===== src/rtl/dff_mem_pkg.sv =====
// rtl/dff_mem_pkg.sv - shared state encoding and default widths for the DFF stream memory
package dff_mem_pkg;

    localparam int DEF_DATA_W = 8;
    localparam int DEF_ADDR_W = 6;

    typedef enum logic [1:0] {
        IDLE = 2'd0,
        RD   = 2'd1,
        WR   = 2'd2
    } state_t;

endpackage


===== src/rtl/dff_mem_stream_if.sv =====
// rtl/dff_mem_stream_if.sv - command, write-stream and read-stream bundle of the DFF stream memory
interface dff_mem_stream_if
    import dff_mem_pkg::*;
#(
    parameter int DATA_W = DEF_DATA_W,
    parameter int ADDR_W = DEF_ADDR_W
);

    logic              cmd_valid;
    logic              cmd_ready;
    logic              cmd_wr;
    logic [ADDR_W-1:0] cmd_addr;
    logic [ADDR_W-1:0] cmd_len;
    logic [DATA_W-1:0] wr_data;
    logic              wr_valid;
    logic              wr_ready;
    logic [DATA_W-1:0] rd_data;
    logic              rd_valid;
    logic              rd_ready;

    modport master (
        output cmd_valid, cmd_wr, cmd_addr, cmd_len, wr_data, wr_valid, rd_ready,
        input  cmd_ready, wr_ready, rd_data, rd_valid
    );

    modport slave (
        input  cmd_valid, cmd_wr, cmd_addr, cmd_len, wr_data, wr_valid, rd_ready,
        output cmd_ready, wr_ready, rd_data, rd_valid
    );

endinterface


===== src/rtl/dff_mem_array.sv =====
// rtl/dff_mem_array.sv - flip-flop storage with one synchronous write port and one combinational read port
module dff_mem_array
    import dff_mem_pkg::*;
#(
    parameter int DATA_W = DEF_DATA_W,
    parameter int ADDR_W = DEF_ADDR_W
) (
    input  logic              clk,
    input  logic              clear,
    input  logic              we,
    input  logic [ADDR_W-1:0] waddr,
    input  logic [DATA_W-1:0] wdata,
    input  logic [ADDR_W-1:0] raddr,
    output logic [DATA_W-1:0] rdata
);

    localparam int DEPTH = 1 << ADDR_W;

    logic [DATA_W-1:0] mem [DEPTH];

    always_ff @(posedge clk) begin
        if (clear) begin
            for (int i = 0; i < DEPTH; i++) begin
                mem[i] <= '0;
            end
        end else if (we) begin
            mem[waddr] <= wdata;
        end
    end

    assign rdata = mem[raddr];

endmodule


===== src/rtl/dff_mem_stream.sv =====
// rtl/dff_mem_stream.sv - burst command FSM with write stream and registered, back-pressurable read stream
module dff_mem_stream
    import dff_mem_pkg::*;
#(
    parameter int DATA_W       = DEF_DATA_W,
    parameter int ADDR_W       = DEF_ADDR_W,
    parameter bit CLEAR_ON_RST = 1'b1
) (
    input  logic             clk,
    input  logic             rst,
    input  logic             en,
    output logic             busy,
    dff_mem_stream_if.slave  bus
);

    localparam logic [ADDR_W-1:0] ADDR_ONE = ADDR_W'(1);

    state_t            state_q, state_d;
    logic [ADDR_W-1:0] ptr_q, ptr_d;
    logic [ADDR_W-1:0] rem_q, rem_d;
    logic [DATA_W-1:0] rd_data_q, rd_data_d;
    logic              rd_valid_q, rd_valid_d;
    logic [DATA_W-1:0] mem_rdata;
    logic              rd_issue;
    logic              wr_fire;
    logic              mem_we;
    logic              mem_clear;

    always_ff @(posedge clk) begin
        if (rst) begin
            state_q    <= IDLE;
            ptr_q      <= '0;
            rem_q      <= '0;
            rd_data_q  <= '0;
            rd_valid_q <= 1'b0;
        end else begin
            state_q    <= state_d;
            ptr_q      <= ptr_d;
            rem_q      <= rem_d;
            rd_data_q  <= rd_data_d;
            rd_valid_q <= rd_valid_d;
        end
    end

    always_comb begin
        state_d       = state_q;
        ptr_d         = ptr_q;
        rem_d         = rem_q;
        rd_data_d     = rd_data_q;
        rd_valid_d    = rd_valid_q;
        bus.cmd_ready = 1'b0;
        bus.wr_ready  = 1'b0;
        rd_issue      = 1'b0;
        wr_fire       = 1'b0;
        if (en) begin
            unique case (state_q)
                IDLE: begin
                    // A new command waits until the previous read beat has left
                    bus.cmd_ready = !rd_valid_q;
                    if (bus.cmd_valid && !rd_valid_q) begin
                        ptr_d   = bus.cmd_addr;
                        rem_d   = bus.cmd_len;
                        state_d = bus.cmd_wr ? WR : RD;
                    end
                end
                RD: begin
                    rd_issue = !rd_valid_q || bus.rd_ready;
                    if (rd_issue) begin
                        rd_data_d = mem_rdata;
                        ptr_d     = ptr_q + ADDR_ONE;
                        if (rem_q == '0) state_d = IDLE;
                        else             rem_d   = rem_q - ADDR_ONE;
                    end
                end
                WR: begin
                    bus.wr_ready = 1'b1;
                    wr_fire      = bus.wr_valid;
                    if (wr_fire) begin
                        ptr_d = ptr_q + ADDR_ONE;
                        if (rem_q == '0) state_d = IDLE;
                        else             rem_d   = rem_q - ADDR_ONE;
                    end
                end
                default: state_d = IDLE;
            endcase
            if (rd_issue)          rd_valid_d = 1'b1;
            else if (bus.rd_ready) rd_valid_d = 1'b0;
        end
    end

    // Writes are suppressed during reset so an aborted burst cannot land one more beat
    assign mem_we    = wr_fire && !rst;
    assign mem_clear = rst && CLEAR_ON_RST;

    dff_mem_array #(
        .DATA_W (DATA_W),
        .ADDR_W (ADDR_W)
    ) u_array (
        .clk   (clk),
        .clear (mem_clear),
        .we    (mem_we),
        .waddr (ptr_q),
        .wdata (bus.wr_data),
        .raddr (ptr_q),
        .rdata (mem_rdata)
    );

    assign bus.rd_data  = rd_data_q;
    assign bus.rd_valid = rd_valid_q;
    assign busy         = (state_q != IDLE) || rd_valid_q;

endmodule


===== src/flat_wrapper.sv =====
// flat-port wrapper written by rule: the top's interface ports become plain ports
module dff_mem_stream_flat import dff_mem_pkg::*;
#(
    parameter int DATA_W       = DEF_DATA_W,
    parameter int ADDR_W       = DEF_ADDR_W,
    parameter bit CLEAR_ON_RST = 1'b1
)
  (clk, rst, en, busy, bus_cmd_valid, bus_cmd_wr, bus_cmd_addr, bus_cmd_len, bus_wr_data, bus_wr_valid, bus_rd_ready, bus_cmd_ready, bus_wr_ready, bus_rd_data, bus_rd_valid);
  dff_mem_stream_if #(.DATA_W(DATA_W), .ADDR_W(ADDR_W)) bus_i ();
  input  logic clk;
  input  logic rst;
  input  logic en;
  output logic busy;
  input wire logic [$bits(bus_i.cmd_valid)-1:0] bus_cmd_valid;
  input wire logic [$bits(bus_i.cmd_wr)-1:0] bus_cmd_wr;
  input wire logic [$bits(bus_i.cmd_addr)-1:0] bus_cmd_addr;
  input wire logic [$bits(bus_i.cmd_len)-1:0] bus_cmd_len;
  input wire logic [$bits(bus_i.wr_data)-1:0] bus_wr_data;
  input wire logic [$bits(bus_i.wr_valid)-1:0] bus_wr_valid;
  input wire logic [$bits(bus_i.rd_ready)-1:0] bus_rd_ready;
  output wire logic [$bits(bus_i.cmd_ready)-1:0] bus_cmd_ready;
  output wire logic [$bits(bus_i.wr_ready)-1:0] bus_wr_ready;
  output wire logic [$bits(bus_i.rd_data)-1:0] bus_rd_data;
  output wire logic [$bits(bus_i.rd_valid)-1:0] bus_rd_valid;
  assign bus_i.cmd_valid = bus_cmd_valid;
  assign bus_i.cmd_wr = bus_cmd_wr;
  assign bus_i.cmd_addr = bus_cmd_addr;
  assign bus_i.cmd_len = bus_cmd_len;
  assign bus_i.wr_data = bus_wr_data;
  assign bus_i.wr_valid = bus_wr_valid;
  assign bus_i.rd_ready = bus_rd_ready;
  assign bus_cmd_ready = bus_i.cmd_ready;
  assign bus_wr_ready = bus_i.wr_ready;
  assign bus_rd_data = bus_i.rd_data;
  assign bus_rd_valid = bus_i.rd_valid;
  dff_mem_stream #(.DATA_W(DATA_W), .ADDR_W(ADDR_W), .CLEAR_ON_RST(CLEAR_ON_RST)) u_core (.clk(clk), .rst(rst), .en(en), .busy(busy), .bus(bus_i));
endmodule

===== config.mk =====
export PLATFORM = sky130hd
export DESIGN_NAME = dff_mem_stream_flat
export DESIGN_NICKNAME = d
export VERILOG_FILES = /design/src/rtl/dff_mem_pkg.sv /design/src/rtl/dff_mem_stream_if.sv /design/src/rtl/dff_mem_array.sv /design/src/rtl/dff_mem_stream.sv /design/src/flat_wrapper.sv
export SDC_FILE = /design/constraint.sdc
export NUM_CORES = 1
export LEC_CHECK = 0
export CELL_PAD_IN_SITES_DETAIL_PLACEMENT = 0
export CELL_PAD_IN_SITES_GLOBAL_PLACEMENT = 1
export CORE_MARGIN = 10
export CORE_UTILIZATION = 48
export DETAILED_ROUTE_END_ITERATION = 8
export PLACE_DENSITY_LB_ADDON = 0.1
export SLEW_MARGIN = 20
export SYNTH_ARGS = -nofsm -noshare
export SYNTH_HDL_FRONTEND = slang
export SYNTH_HIERARCHICAL = 1
export SYNTH_SLANG_ARGS = --single-unit
export TNS_END_PERCENT = 10

===== constraint.sdc =====
create_clock -name clk -period 2.3 [get_ports clk]
set_input_delay 0.575 -clock clk [delete_from_list [all_inputs] [get_ports clk]]
set_output_delay 0.575 -clock clk [all_outputs]
set_load 0.1 [all_outputs]

==> summary.md, run 1 <==
| Metric | Value |
|---|---|
| Status | finished with violations |
| Failing checks | negative setup slack |
| Pwr/cell area | 779 nW/µm² |
| Initial Util | 48.8% |
| Die area | 62000 µm² |
| CTS Hold Bufs | 0 |
| Num rows | 83 |
| Final wirelength | 66800 µm |
| RR Endpoint | u_core/bus.rd_data[1] |
| Avg Cell Area, Syn | 14.6 µm² |
| Total grt overflow | 0 |
| Peak per-stage delay on the critical path | roughly 0.55 ns |
| CTS Sinks | approximately 540 |
| Fin cells | 2639 |
| CP endpoint kind | flop |
| Post-synth design cell area | 25200 µm² |
| Tot GR Track Use | between 20% and 30% |
| CP Data Required Time | 2.80 ns |
| Worst path depth | 9 |
| Pin count of the biggest net entering global routing | 65 |
| Worst Skew | roughly 0.015 ns |
| CTS Buf Count | 57 |
| LEAKAGE | 0.0111 µW |
| Fin util | 58.5% |
| Worst-path clk slew | 0.06 ns |
| Simple-gate portion of the synthesized area | 18.0% |
| Core area | 51600 µm² |
| RePlAce Congestion | 0.821 |
| Setup-failing EPs final | 3 |
| Sequential share of the synthesized area | 62.9% |
| Post-synth EDFFs | between 500 and 600 |
| Layout Nets | between 1500 and 2000 |
| Layout cells sized above 1 | a little under a third |
| CP max FO | 11 |
| Mux cell area share after synthesis | between 10 and 15% |
| Drt first pass iters | 6 |
| Die Span X | 249 µm |
| Sum of negative setup slack | -0.0411 ns |
| R2r worst-path depth | 9 |
| H-tree levels | 2 |
| Clock root buffer | clkbuf_16 |
| Cell variety after synth | 58 |
| FF/Latch Area | around 16000 µm² |
| P&R area growth vs syn | 19.9% |
| Initial DRC count | 1279 |
| Worst Setup Path Type | reg -> reg |
| Slowest stage cell, crit path | mux4_2 |
| Port Buffer Count | 38 |
| Post-Synth XOR/XNOR Area | 0% |
| Worst slew pin tran | 0.606 ns |
| Critical-path cell list | buf_12 -> buf_12 -> mux4_2 -> mux2i_2 -> buf_4 -> a211oi_1 -> a22o_1 -> mux2i_1 -> nor2_1 |
| Die H | 249 µm |
| Antenna fix cells | 0 |
| Buf+Inv Stages, Crit Path | 3 |
| R2R setup slack | -0.02 ns |
| Vias in the first global route | 15100 |
| Max_slew headroom | roughly three fifths |
| DRC viols | 0 |
| Area contributors post-synth | edfxtp_1 61%, and2_1 13%, mux4_2 11% |
| RSZ-0062 raised after global routing | yes |
| Top FF cell, synth | edfxtp_1 |
| Post-synth ARST share | 0% |
| Clock latency on the worst-skew pair | 0.61 ns |
| Wire per inst | 25.3 µm |
| Clock buffer depth | 3 |
| # Max-Cap Violations | 0 |
| Synth Register Bits | roughly 540 |
| Post-Place Cells | 2512 |
| Hold Crit Class | in -> reg |
| Achievable Freq | 431 MHz |
| CTS tree | built |
| Leading area contributor after synthesis | edfxtp_1 |
| Syn_nets | 1755 |
| Setup crit end | u_core/bus.rd_data[1] |
| Final WS setup | -0.0223 ns |
| Post-Syn Instances | ~1700 |
| Final HPWL DP | ~45000 µm |
| Multi-input gate area in the final layout | between 9000 and 10000 µm² |
| Final ANT Viol Nets | 0 |
| I/O pin total | 39 |
| Ys Warns | 6 |
| Number of antenna violations at the first check in global routing | 0 |
| Post-synthesis compound-gate area fraction | 3.12% |
| Critical Path Start Type | flop |
| Final slew viol count | 0 |
| Worst hold slack | 0.388 ns |
| CP most frequent cell | buf_12 |
| # fillers | 3964 |
| Arrival time worst endpoint | 2.82 ns |
| Crit share post-route | 101% |
| Vias per inst | 5.66 |
| Fin crit period | 2.32 ns |
| Synth top area share | 61.0% |
| Largest family of logic cells by synthesized area | simple AND/OR/NAND/NOR gates |
| Crit path launch | u_core/ptr_q[0] |
| Synth Area in Adders | 0.348% |
| FF-to-FF Start | u_core/ptr_q[0] |
| Fin. Hold Viols | 0 |
| Max VDD drop | 0.000545 V |
| Top Family by Delay on Critical Path | multiplexers |
| Via count | around 15000 |
| First-pass GRT wire length | between 90000 and 100000 µm |
## sequential cells by signal (all words and copies together) (netlist names)
register	count
u_core/rem_q	6
u_core/bus.rd_data	8
u_core/state_q	2
u_core/bus.rd_valid	1
u_core/u_array/mem	512
u_core/ptr_q	6
## per-stage QoR
| step | total power [µW] | instance area [µm²] | setup slack, ns |
|---|---|---|---|
| final | 23500 | 30200 | -0.0223 |
| after global routing | 24300 | 30200 | -0.0979 |
| after CTS | 23600 | 29800 | -0.0974 |
| after detailed placement | 14000 | 27600 | -0.751 |
| after global placement | 14000 | 27600 | -0.756 |
| after floorplan | 12900 | 25200 | -0.0930 |
## power breakdown
group | total, µW | internal [µW] | leakage, µW | switching, µW
clock network | 9550 | 5780 | 0.000941 | 3770
logic | 2850 | 1280 | 0.00466 | 1570
registers | 11100 | 11000 | 0.00547 | 166
total | 23500 | 18000 | 0.0111 | 5510
## final cells by class
cell class	count	share of cell area, %
Sequential cell	535	52.5
Multi-Input combinational cell	1053	30.1
Timing Repair Buffer	253	8.02
Clock buffer	68	5.00
Tap cell	680	2.82
Clock inverter	39	1.47
Inverter	11	0.137
## per-layer routing
| layer | vias to the layer above | wire, µm | GRT usage, % |
|---|---|---|---|
| met5 | - | 0 | 0 |
| met4 | 0 | 1260 | 5.11 |
| met3 | 85 | 3860 | 2.93 |
| met2 | 450 | 31900 | 33.9 |
| met1 | 7662 | 29800 | 29.7 |
| li1 | 6740 | - | - |
## how the worst min path moves through the flow
| stage | start | end | slack (ns) | cells after the start |
|---|---|---|---|---|
| after floorplan | u_core/rem_q[5] | u_core/rem_q[5] | 0.46 | 2 |
| after global routing | en | u_core/bus.rd_valid | 0.38 | 3 |
| final | en | u_core/bus.rd_valid | 0.39 | 3 |
| after CTS | bus_wr_data[3] | u_core/u_array/mem[55][3] | 0.43 | 2 |
| after detailed placement | u_core/rem_q[5] | u_core/rem_q[5] | 0.48 | 2 |
| after global placement | u_core/bus.rd_data[1] | u_core/bus.rd_data[1] | 0.48 | 2 |
## cell usage after synthesis, types with 6 or more instances
library cell	count
o221ai_1	16
nand3b_1	8
or2_2	64
a211oi_1	8
mux2_2	12
buf_1	10
buf_2	12
buf_4	10
and2_1	514
nand3_1	10
edfxtp_1	512
ha_1	7
or4_1	6
nor3_1	8
a21oi_1	23
dfxtp_1	23
nor2b_1	15
clkbuf_1	77
nor2_1	86
buf_6	11
a221oi_1	9
nand2_1	28
mux2i_1	33
nand2b_1	11
mux4_2	124
inv_1	10
o22ai_1	9
## tightest hold or removal path: stages
cell	delay (ns)
dlymetal6s2s_1	0.17
nand2_1	0.13
a21oi_1	0.07
## placed cells by master, fill, tap and decap left out, types with 8 or more instances in the layout
master | Yosys | final
a21oi_1 | 23 | 23
buf_4 | 10 | 189
clkbuf_1 | 77 | 9
nor2b_1 | 15 | 14
or2_2 | 64 | 24
mux2_2 | 12 | 12
or2_4 | 0 | 40
nand2b_1 | 11 | 10
nor2_1 | 86 | 58
clkbuf_16 | 0 | 59
nand3_1 | 10 | 9
dfxtp_1 | 23 | 16
nor2_2 | 0 | 16
a221oi_1 | 9 | 8
nand2_1 | 28 | 24
buf_12 | 1 | 31
clkinv_1 | 0 | 16
bufinv_16 | 0 | 10
mux4_2 | 124 | 124
clkdlybuf4s50_1 | 0 | 16
o221ai_1 | 16 | 9
and2_1 | 514 | 513
nor2_4 | 0 | 12
mux2i_1 | 33 | 26
edfxtp_1 | 512 | 512
o22ai_1 | 9 | 9
nand3b_1 | 8 | 8
inv_1 | 10 | 8
## kinds of logic after synthesis
group / Yosys count
multiplexers: 170
AND/OR/NAND/NOR: 769
AO/OA/AOI/OAI: 107
adder cells (fa/ha/maj): 7
buffers and inverters: 133
flip-flops: 535
## what timing repair did
action | 4_1_cts | 5_1_grt
gates cloned | 2 | 0
pin swaps | 1 | 23
setup endpoints to repair | 415 | 855
buffers inserted | 3 | 15
gates resized for setup | 42 | 84
Power figures use the tool's default switching activity.
==> inputs of run 2 (changes only) <==
- CORE_ASPECT_RATIO: not set -> 0.6
==> run 2 against run 1 <==
  * The run still ends with negative setup slack left
  * Register-to-register slack hardly changed
  * Die area up 0.48%
  * Sequential cell count unchanged
  * Critical path depth increased by 1
  * Clock-buffer cell count did not move
  * Sequential power hardly changed
  * Highest routed layer unchanged
==> summary.md, run 2 (synthesized netlist as in run 1, its figures left out) <==
| Metric | Value |
|---|---|
| Fin cells | 2611 (was 2639) |
| RSZ-0062 raised after global routing | yes (unchanged) |
| Final ANT Viol Nets | 0 (unchanged) |
| Worst Skew | 0.0106 ns (was 0.0146 ns) |
| CTS Hold Bufs | 0 (unchanged) |
| Initial Util | 49.0% (was 48.8%) |
| Hold path depth | 2 (was 3) |
| Clock root buffer | clkbuf_16 (unchanged) |
| Layout cells sized above 1 | 29.4% (was 30.4%) |
| Vias in the first global route | 14700 (was 15100) |
| FF-to-FF Start | u_core/ptr_q[0] (unchanged) |
| Antenna fix cells | 0 (unchanged) |
| Clock buffer depth | 3 (unchanged) |
| Initial DRC count | 1710 (was 1279) |
| DRC viols | 0 (unchanged) |
| Place WS | -0.517 ns (was -0.751 ns) |
| CP endpoint kind | flop (unchanged) |
| Worst Setup Path Type | reg -> reg (unchanged) |
| Port Buffer Count | 38 (unchanged) |
| Post-Place Cells | 2507 (was 2512) |
| Internal power | 16900 µW (was 18000 µW) |
| # Max-Cap Violations | 0 (unchanged) |
| Status | finished with violations (unchanged) |
| Core area | 51400 µm² (was 51600 µm²) |
| CTS Sinks | 535 (unchanged) |
| Fin crit period | 2.31 ns (was 2.32 ns) |
| Final WS setup | -0.00785 ns (was -0.0223 ns) |
| Worst-path clk slew | 0.07 ns (was 0.06 ns) |
| Failing checks | negative setup slack (unchanged) |
| Final instance area | 29800 µm² (was 30200 µm²) |
| Via count | 15000 (was 14900) |
| Sw frac | 24.3% (was 23.4%) |
| Max VDD drop | 0.000627 V (was 0.000545 V) |
| Crit share post-route | 100% (was 101%) |
| Total grt overflow | 0 (unchanged) |
| Num rows | 64 (was 83) |
| Achievable Freq | 433 MHz (was 431 MHz) |
| Final HPWL DP | 45000 µm (was 44800 µm) |
| Hold Crit Class | in -> reg (unchanged) |
| Setup-failing EPs final | 1 (was 3) |
| Max reg flops | 512 (unchanged) |
| RePlAce Congestion | 0.838 (was 0.821) |
| Clock latency on the worst-skew pair | 0.59 ns (was 0.61 ns) |
| Clock power frac | 37.1% (was 40.6%) |
| Number of antenna violations at the first check in global routing | 0 (unchanged) |
| CP max FO | 4 (was 11) |
| Psw | 5420 µW (was 5510 µW) |
| Layout Nets | 1914 (was 1945) |
| Commonest non-fill, non-tap cells in the layout | 513 x and2_1, 512 x edfxtp_1, 166 x buf_4, 124 x mux4_2, 63 x nor2_1 (was 513 x and2_1, 512 x edfxtp_1, 189 x buf_4, 124 x mux4_2, 59 x clkbuf_16) |
| Largest Register | u_core/u_array/mem (unchanged) |
| P&R area growth vs syn | 18.1% (was 19.9%) |
| Most common cell after layout, fill and taps aside | and2_1 (unchanged) |
| Arrival time worst endpoint | 2.77 ns (was 2.82 ns) |
| Die area | 62300 µm² (was 62000 µm²) |
| CP Data Required Time | 2.76 ns (was 2.80 ns) |
| Placed Area | 27400 µm² (was 27600 µm²) |
| CTS tree | built (unchanged) |
| Combinational share of power | 13.0% (was 12.1%) |
| I/O pin total | 39 (unchanged) |
| Total power | 22300 µW (was 23500 µW) |
| Fin util | 57.9% (was 58.5%) |
| Tot GR Track Use | 21.9% (was 21.1%) |
| R2r worst-path depth | 10 (was 9) |
| Pwr/cell area | 750 nW/µm² (was 779 nW/µm²) |
| Vias per inst | 5.73 (was 5.66) |
| CTS Buf Count | 50 (was 57) |
| Die H | 197 µm (was 249 µm) |
| Die Span X | 316 µm (was 249 µm) |
| First-pass GRT wire length | 100000 µm (was 99000 µm) |
| Pin count of the biggest net entering global routing | 75 (was 65) |
| Wire per inst | 26.1 µm (was 25.3 µm) |
| Critical hold path startpoint | bus_wr_data[6] (was en) |
| Final wirelength | 68100 µm (was 66800 µm) |
| Worst slew pin tran | 0.898 ns (was 0.606 ns) |
| LEAKAGE | 0.0108 µW (was 0.0111 µW) |
| # fillers | 4076 (was 3964) |
| Critical Path Start Type | flop (unchanged) |
| Final slew viol count | 0 (unchanged) |
| Fin. Hold Viols | 0 (unchanged) |
| Drt first pass iters | 5 (was 6) |
| Crit path launch | u_core/ptr_q[0] (unchanged) |
| Seq pwr share | 50.0% (was 47.3%) |
| H-tree levels | 2 (unchanged) |
| Max_slew headroom | 40.1% (was 59.6%) |
==> run 2: final timing paths <==
check / slack [ns] / end
worst max-delay path: -0.008 / u_core/bus.rd_data[5]
worst min register to register: 0.49 / u_core/rem_q[5]
worst max register to register: -0.008 / u_core/bus.rd_data[5]
worst min-delay path: 0.48 / u_core/u_array/mem[63][6]
==> run 2: layer usage <==
layer  vias to the layer above  global-route usage [%]  routed length (µm)
li1                       6653                       -                   -
met2                       581                    29.6               27300
met1                      7653                    35.3               33900
met3                        67                    5.22                5910
met5                         -                       0                   0
met4                         0                    3.50                 927
==> run 2: worst max-delay path, stage by stage (launching register included) <==
cell	delay, ns
dfxtp_4	0.41
buf_12	0.13
buf_4	0.14
buf_4	0.14
mux4_2	0.49
o221ai_1	0.26
buf_4	0.18
a21oi_1	0.04
a21o_1	0.22
mux2i_1	0.13
nor2_1	0.05
==> run 2: repair_timing <==
item | 4_1_cts | 5_1_grt
resized for setup | 53 | 77
setup endpoints to repair | 226 | 689
buffers inserted | 8 | 3
pin swaps | 2 | 14
cloned | 3 | 0
==> run 2: through the flow <==
step | hold WS [ns] | TNS (ns)
2_1_floorplan | 0.458 | -16.52
3_3_place_gp | 0.473 | -347.00
3_5_place_dp | 0.473 | -358.30
4_1_cts | 0.467 | -0.0438
5_1_grt | 0.477 | -1.49
6_report | 0.483 | -0.00785
==> run 2: power by group through the flow <==
stage	clock network, µW	registers (µW)	logic [µW]
3_3_place_gp	0	11400	2560
4_1_cts	8410	11100	2790
5_1_grt	8820	11200	3040
6_report	8270	11200	2890
2_1_floorplan	0	11300	1600
3_5_place_dp	0	11400	2580
==> run 2: final cells by class <==
class	instances	area (µm²)	share of cell area, %
clock buffers	68	1390	4.68
clock inverters	22	196	0.660
inverters	11	41.3	0.139
multi-input cells	1053	9210	30.9
flip-flops and latches	535	15800	53.3
well taps	693	867	2.91
repair buffers	229	2200	7.41
==> inputs of run 3 (changes only) <==
- CORE_ASPECT_RATIO: 0.6 -> not set
==> results of run 3 <==
The final DEF is identical to that of run 1; final timing and power are the same.
